### src/rtl/lc3_mem_arbiter.sv
// ============================================================================
// Module  : lc3_mem_arbiter
// Brief   : Arbitrates one single-ported LC3 memory between instruction fetch
//           and data requesters; data has priority, fetch has a streak guard.
// Revision: 1.0 - initial release
// ============================================================================
`default_nettype none

module lc3_mem_arbiter #(
    parameter int MAX_DATA_STREAK = 4,
    parameter int TIMEOUT         = 16
) (
    input  logic        clock,
    input  logic        reset,
    input  logic        instrmem_rd,
    input  logic [15:0] pc,
    output logic [15:0] Instr_dout,
    output logic        complete_instr,
    input  logic        data_req,
    input  logic        Data_rd,
    input  logic [15:0] Data_addr,
    input  logic [15:0] Data_din,
    output logic [15:0] Data_dout,
    output logic        complete_data,
    output logic        mem_req,
    output logic        mem_we,
    output logic [15:0] mem_addr,
    output logic [15:0] mem_wdata,
    input  logic [15:0] mem_rdata,
    input  logic        mem_ready,
    output logic        bus_err
);

    localparam logic [1:0] c_IDLE   = 2'd0;
    localparam logic [1:0] c_BUSY_I = 2'd1;
    localparam logic [1:0] c_BUSY_D = 2'd2;
    localparam logic [1:0] c_RESP   = 2'd3;

    localparam logic [3:0] c_STREAK_MAX = 4'(MAX_DATA_STREAK);
    localparam logic [7:0] c_TMO_LAST   = 8'(TIMEOUT - 1);

    logic [1:0]  state_q, state_d;
    logic [3:0]  streak_q, streak_d;
    logic [7:0]  tmo_q, tmo_d;
    logic        mem_req_q, mem_req_d;
    logic        mem_we_q, mem_we_d;
    logic [15:0] mem_addr_q, mem_addr_d;
    logic [15:0] mem_wdata_q, mem_wdata_d;
    logic [15:0] instr_dout_q, instr_dout_d;
    logic [15:0] data_dout_q, data_dout_d;
    logic        cmp_i_q, cmp_i_d;
    logic        cmp_d_q, cmp_d_d;
    logic        bus_err_q, bus_err_d;

    logic        w_grant_d;
    logic        w_grant_i;
    logic        w_timeout;
    logic        w_busy;

    // Data wins unless a waiting fetch has already been passed over too often.
    assign w_grant_d = data_req && (!instrmem_rd || (streak_q < c_STREAK_MAX));
    assign w_grant_i = !w_grant_d && instrmem_rd;
    assign w_busy    = (state_q == c_BUSY_I) || (state_q == c_BUSY_D);
    assign w_timeout = !mem_ready && (tmo_q == c_TMO_LAST);

    always_ff @(posedge clock or negedge reset) begin
        if (!reset) begin
            state_q      <= c_IDLE;
            streak_q     <= 4'd0;
            tmo_q        <= 8'd0;
            mem_req_q    <= 1'b0;
            mem_we_q     <= 1'b0;
            mem_addr_q   <= 16'h0000;
            mem_wdata_q  <= 16'h0000;
            instr_dout_q <= 16'h0000;
            data_dout_q  <= 16'h0000;
            cmp_i_q      <= 1'b0;
            cmp_d_q      <= 1'b0;
            bus_err_q    <= 1'b0;
        end else begin
            state_q      <= state_d;
            streak_q     <= streak_d;
            tmo_q        <= tmo_d;
            mem_req_q    <= mem_req_d;
            mem_we_q     <= mem_we_d;
            mem_addr_q   <= mem_addr_d;
            mem_wdata_q  <= mem_wdata_d;
            instr_dout_q <= instr_dout_d;
            data_dout_q  <= data_dout_d;
            cmp_i_q      <= cmp_i_d;
            cmp_d_q      <= cmp_d_d;
            bus_err_q    <= bus_err_d;
        end
    end

    always_comb begin
        state_d = state_q;
        case (state_q)
            c_IDLE: begin
                if (w_grant_d) begin
                    state_d = c_BUSY_D;
                end else if (w_grant_i) begin
                    state_d = c_BUSY_I;
                end
            end
            c_BUSY_I, c_BUSY_D: begin
                if (mem_ready || w_timeout) begin
                    state_d = c_RESP;
                end
            end
            default: state_d = c_IDLE;
        endcase
    end

    always_comb begin
        streak_d     = streak_q;
        tmo_d        = tmo_q;
        mem_req_d    = mem_req_q;
        mem_we_d     = mem_we_q;
        mem_addr_d   = mem_addr_q;
        mem_wdata_d  = mem_wdata_q;
        instr_dout_d = instr_dout_q;
        data_dout_d  = data_dout_q;
        cmp_i_d      = 1'b0;
        cmp_d_d      = 1'b0;
        bus_err_d    = bus_err_q;

        if (state_q == c_IDLE) begin
            if (w_grant_d) begin
                mem_req_d   = 1'b1;
                mem_we_d    = !Data_rd;
                mem_addr_d  = Data_addr;
                mem_wdata_d = Data_din;
                tmo_d       = 8'd0;
                if (!instrmem_rd) begin
                    streak_d = 4'd0;
                end else if (streak_q != 4'hF) begin
                    streak_d = streak_q + 4'd1;
                end
            end else if (w_grant_i) begin
                mem_req_d  = 1'b1;
                mem_we_d   = 1'b0;
                mem_addr_d = pc;
                tmo_d      = 8'd0;
                streak_d   = 4'd0;
            end
        end else if (w_busy) begin
            if (mem_ready || w_timeout) begin
                mem_req_d = 1'b0;
                mem_we_d  = 1'b0;
                if (!mem_ready) begin
                    bus_err_d = 1'b1;
                end
                // A timed-out read returns zero; writes never touch Data_dout.
                if (state_q == c_BUSY_I) begin
                    cmp_i_d      = 1'b1;
                    instr_dout_d = mem_ready ? mem_rdata : 16'h0000;
                end else begin
                    cmp_d_d = 1'b1;
                    if (!mem_we_q) begin
                        data_dout_d = mem_ready ? mem_rdata : 16'h0000;
                    end
                end
            end else begin
                tmo_d = tmo_q + 8'd1;
            end
        end
    end

    assign Instr_dout     = instr_dout_q;
    assign complete_instr = cmp_i_q;
    assign Data_dout      = data_dout_q;
    assign complete_data  = cmp_d_q;
    assign mem_req        = mem_req_q;
    assign mem_we         = mem_we_q;
    assign mem_addr       = mem_addr_q;
    assign mem_wdata      = mem_wdata_q;
    assign bus_err        = bus_err_q;

endmodule

`default_nettype wire

### config.mk
export PLATFORM = sky130hd
export DESIGN_NAME = lc3_mem_arbiter
export DESIGN_NICKNAME = d
export VERILOG_FILES = /design/src/rtl/lc3_mem_arbiter.sv
export SDC_FILE = /design/constraint.sdc
export NUM_CORES = 1
export LEC_CHECK = 0
export ABC_AREA = 1
export CORE_MARGIN = 2
export CORE_UTILIZATION = 25
export DETAILED_ROUTE_END_ITERATION = 10
export PLACE_DENSITY_LB_ADDON = 0.05
export SLEW_MARGIN = 40
export SYNTH_ARGS = -nofsm -noshare
export SYNTH_HDL_FRONTEND = slang
export SYNTH_SLANG_ARGS = --single-unit
### constraint.sdc
create_clock -name clock -period 2.52 [get_ports clock]
set_clock_uncertainty 0.2 [all_clocks]
set_input_delay 0.252 -clock clock [delete_from_list [all_inputs] [get_ports clock]]
set_output_delay 0.252 -clock clock [all_outputs]
set_load 0.005 [all_outputs]
Word-level counts from Yosys, hierarchy flattened
Index checks and enable logic that the tools add are counted.
- bits in registers: 83
- bits of input ports: 70
- $add $sub $neg: 2
- magnitude comparators: 1
- equal/unequal tests: 8
- multiplexer cells: 32
- bitwise logic cells: 4
- reductions and logical operators: 24
- operators by type and width (kind ; count):
    two-way mux 16 bit ; 3
    two-way mux 8 bit ; 5
    two-way mux 1 bit ; 16
    two-way mux 4 bit ; 4
    AND reduction 3 bit ; 3
    adder 8 x 1 -> 8 bit (second input constant) ; 1
    equality test 8 x 4 -> 1 bit (second input constant) ; 1
    AND reduction 4 bit ; 2
    two-way mux 2 bit ; 3
    AND reduction 2 bit ; 3
    nonzero test 2 bit ; 3
    AND reduction 5 bit ; 1
    adder 4 x 1 -> 4 bit (second input constant) ; 1
    logical NOT 1 bit ; 4
    < comparator 4 x 3 -> 1 bit (second input constant) ; 1
    != test 4 bit (second input constant) ; 1
    NOT 1 bit ; 4
    case mux 2 bit (2 select lines) ; 1
    logical AND 1 bit ; 3
    logical OR 1 bit ; 3
    != test 3 x 2 -> 1 bit (second input constant) ; 1
    != test 3 bit (second input constant) ; 1
    equality test 2 x 1 -> 1 bit (second input constant) ; 1
    equality test 2 bit (second input constant) ; 1
    other kinds (4) ; 4

Longest topological paths before layout
- depth after elaboration: 8
- depth in mapped cells: 9

Worst setup path after synthesis
No wires, ideal clock.
- path type: register to register
- start point: register state_q[0]
- end point: register data_dout_q[12] (netlist: Data_dout[12])
- setup time: 0.118 ns
- arrival: 1.423 ns
- data required time: 2.202 ns
- path slack: 0.779 ns
- cell stages (with the launch flop): 8
- buffers on the path: 2
- cell sequence: dfrtp_1 > ha_1 > buf_2 > nor3_1 > nand2_4 > buf_6 > nand2_1 > o21ai_2
- cells in the longest elaborated chain, start to end: 3
- elaborated cells on any way between the ends: 7
- those cells by class: eq/ne (2); bitwise (2); reduce/logical (3)
- RTL lines (element ; RTL line ; RTL):
    start, declared ; 42 ; logic [1:0] state_q, state_d;
    start signal, assigned ; 68 ; state_q <= c_IDLE;
    start signal, assigned ; 81 ; state_q <= state_d;
    equality test 2 x 1 -> 1 bit, or another cell as far along ; 63, 155 ;
    logical OR 1 bit or NOT 1 bit (tied branches) ; -- ;
    AND reduction 5 bit (no source line) (*) ; -- ;
    end signal, assigned ; 89 ; data_dout_q <= data_dout_d;
    end, declared ; 50 ; logic [15:0] data_dout_q, data_dout_d;
Mark *: on every way between the ends. The rest lies on a longest branch, timed or not.
A chain may end at the register's enable or synchronous reset.

Worst setup path after layout
- start point: register state_q[0]
- end point: register data_dout_q[15] (netlist: Data_dout[15])
Same word-level chain as after synthesis.

==> reports/metrics.yaml <==
clock_network:
  clock_sinks: 83
  cts_tree: "built"
  path_clk_slew_ns: 0.06
  clk_latency_ns: 0.34
  clk_path_buf_depth: 2
  cts-root-buf: "clkbuf_16"
  cts_buffers: 9
  ctsResizeCount: 0
  h-tree-depth: 3
final_layout:
  fill_cells: 1544
  multi_input_area_sq_um: 1505
  ff_latch_area_sq_um: 2077
  drive_gt1_share_pct: 9.322
  area_delta_synth_final_pct: 48.81
  utilization_pct: 37.92
  final_cell_mix: "nand2_1 (169), clkdlybuf4s50_1 (137), dfrtp_1 (83)"
  stdcell_count: 778
  final_common_cell: "nand2_1"
  diodes: 0
  nets: 661
routing:
  first_pass_iters: 4
  drc: 0
  antenna_left: 0
  drt_iter0_drc: 136
  drt-total-wl_mm: 10.75
  vias: 3301
  wire_per_inst_microns: 13.81
  avgViaCountPerCell: 4.243
setup_path:
  critical_path_class: "reg -> reg"
  required_ns: 2.54
  startpoint_type: "register"
  path_max_fanout: 32
  critPathCaptureType: "register"
  worstPathArrival_ns: 2.01
logic_synthesis:
  ys_warn_count: 0
  synthDistinctLibCells: 27
  yosysTopAreaCellShare_pct: 54.02
  syn-cell-area_sq_um: 3845
  ys_seq_elements: 83
  synth.yosys.seq_area_share_pct: 54.02
  synth_top_area_cell: "dfrtp_1"
  syn_nets: 523
  syn_inst: 448
  synth_area_leaders: "dfrtp_1 (54%), nand2_1 (16%), a21oi_1 (4.3%)"
  syn_area_per_cell_sq_um: 8.582
global_routing:
  grt.overflow.total: 0
  first_global_vias: 3339
  grt_use_total_pct: 13.68
  antenna_found_initial: 0
  grt_start_max_net_pins: 46
  grt_first_pass_wirelength_mm: 17.36
sta:
  finalSetupViolCount: 0
  hold-worst-slack_ns: 0.2392
  slew_violations: 0
  finalHoldViolCount: 0
  fin_crit_ns: 1.984
  finalCritPeriodShare_pct: 78.74
  worst_slew_pin_slew_ns: 0.5494
  rsz0062_at_grt: "false"
  tns_ns: 0
  fmax_mhz: 504.0
  maxSlewHeadroom_pct: 63.37
status:
  status: "completed"
placement:
  dp_hpwl_mm: 7.571
  portBuffers: 138
  dp.cells: 762
  place_congestion: 0.7544
pwr:
  p_total_w: 0.006358
  peakVddDrop_v: 0.0003781
  powerDensity_nw_per_um2: 1111
  p_leak_nw: 2.716
die:
  die_y_microns: 128.0
  fp.dieArea_sq_um: 16390
  rows: 45
  num_io_pins: 139
  die_w_microns: 128.0
  start_util_pct: 25.48
  design.core.area_sq_um: 15090
run:
  drv_cap: 0
worst_hold_path:
  hold_class: "in -> reg"
==> cell usage after synthesis, drive strengths merged <==
master    n
o21bai    3
clkbuf    4
a21oi    33
xor2      1
dfrtp    83
o21ai    24
nand3    21
ha        5
nor3      3
nand2   173
inv      34
nor2     29
buf      17
nor3b     2
nand4    16
==> worst max-delay path: stages, from the launching register on <==
cell and delay [ns]:
dfrtp_1 0.39, inv_1 0.06, ha_1 0.29, inv_1 0.06, nor3_1 0.30, nand2_4 0.31, nand2_1 0.17, o21ai_2 0.06
==> layer usage <==
layer  track usage [%]  vias up  part of all wire [%]
li1                  -     1702                     -
met2             21.01      103                    44
met1             18.02     1484                    47
met3             4.967       12                   6.7
met5                 0        -                     0
met4             4.331        0                   1.5
==> kinds of logic (layout without fill, tap and decap cells) <==
logic type / after synthesis / count (layout) / synth area share (%)
AOI/OAI and AO/OA: 60 / 60 / 9.665
xor gates and xnor gates: 1 / 1 / 0.2278
adders and majority gates: 5 / 5 / 1.627
buffers and inverters: 55 / 197 / 6.833
DFF: 83 / 83 / 54.02
and+or+nand+nor: 244 / 244 / 27.63
==> where the power goes <==
group	internal [W]	total [W]	switching, W
registers	0.00188	0.00219	0.000309
logic	0.00141	0.00277	0.00135
clock network	0.000861	0.00140	0.000543
==> area by class of cell <==
cell class                 instances  share of cell area [%]
tap                              188                   4.111
clock buffer                      10                   4.002
multi-input combinational        310                   26.31
clock inverter                     5                   1.378
inverter                          34                   2.230
sequential                        83                   36.30
timing repair buffer             148                   25.67
==> worst paths after layout <==
| check | from | endpoint | slack, ns | cells after the start |
|---|---|---|---|---|
| setup / recovery | state_q[0] | Data_dout[15] | 0.54 | 7 |
| hold / removal | Data_din[10] | mem_wdata[10] | 0.24 | 3 |
| setup reg to reg | state_q[0] | Data_dout[15] | 0.54 | 7 |
| hold reg to reg | Instr_dout[9] | Instr_dout[9] | 0.28 | 2 |
| max in group asynchronous | reset | Instr_dout[12] | 1.23 | 3 |
| min in group asynchronous | reset | mem_wdata[1] | 0.25 | 2 |
==> timing repair <==
item | in CTS | in global routing
buffers inserted | 0 | 0
hold endpoints to repair | 38 | 0
hold buffers | 1 | 0
==> flip-flops by register name, indices dropped and copies added (netlist names) <==
signal          cells
complete_data       1
mem_we              1
Instr_dout         16
complete_instr      1
mem_wdata          16
Data_dout          16
mem_req             1
bus_err             1
mem_addr           16
tmo_q               8
streak_q            4
state_q             2
==> per-stage QoR <==
step	worst slack, ns	area (sq um)
floorplan	0.7789	3845
global placement	0.4871	5404
detailed placement	0.4852	5404
CTS	0.5242	5722
global route	0.3181	5722
finish	0.5357	5722
(Power assumes the default switching activity.)
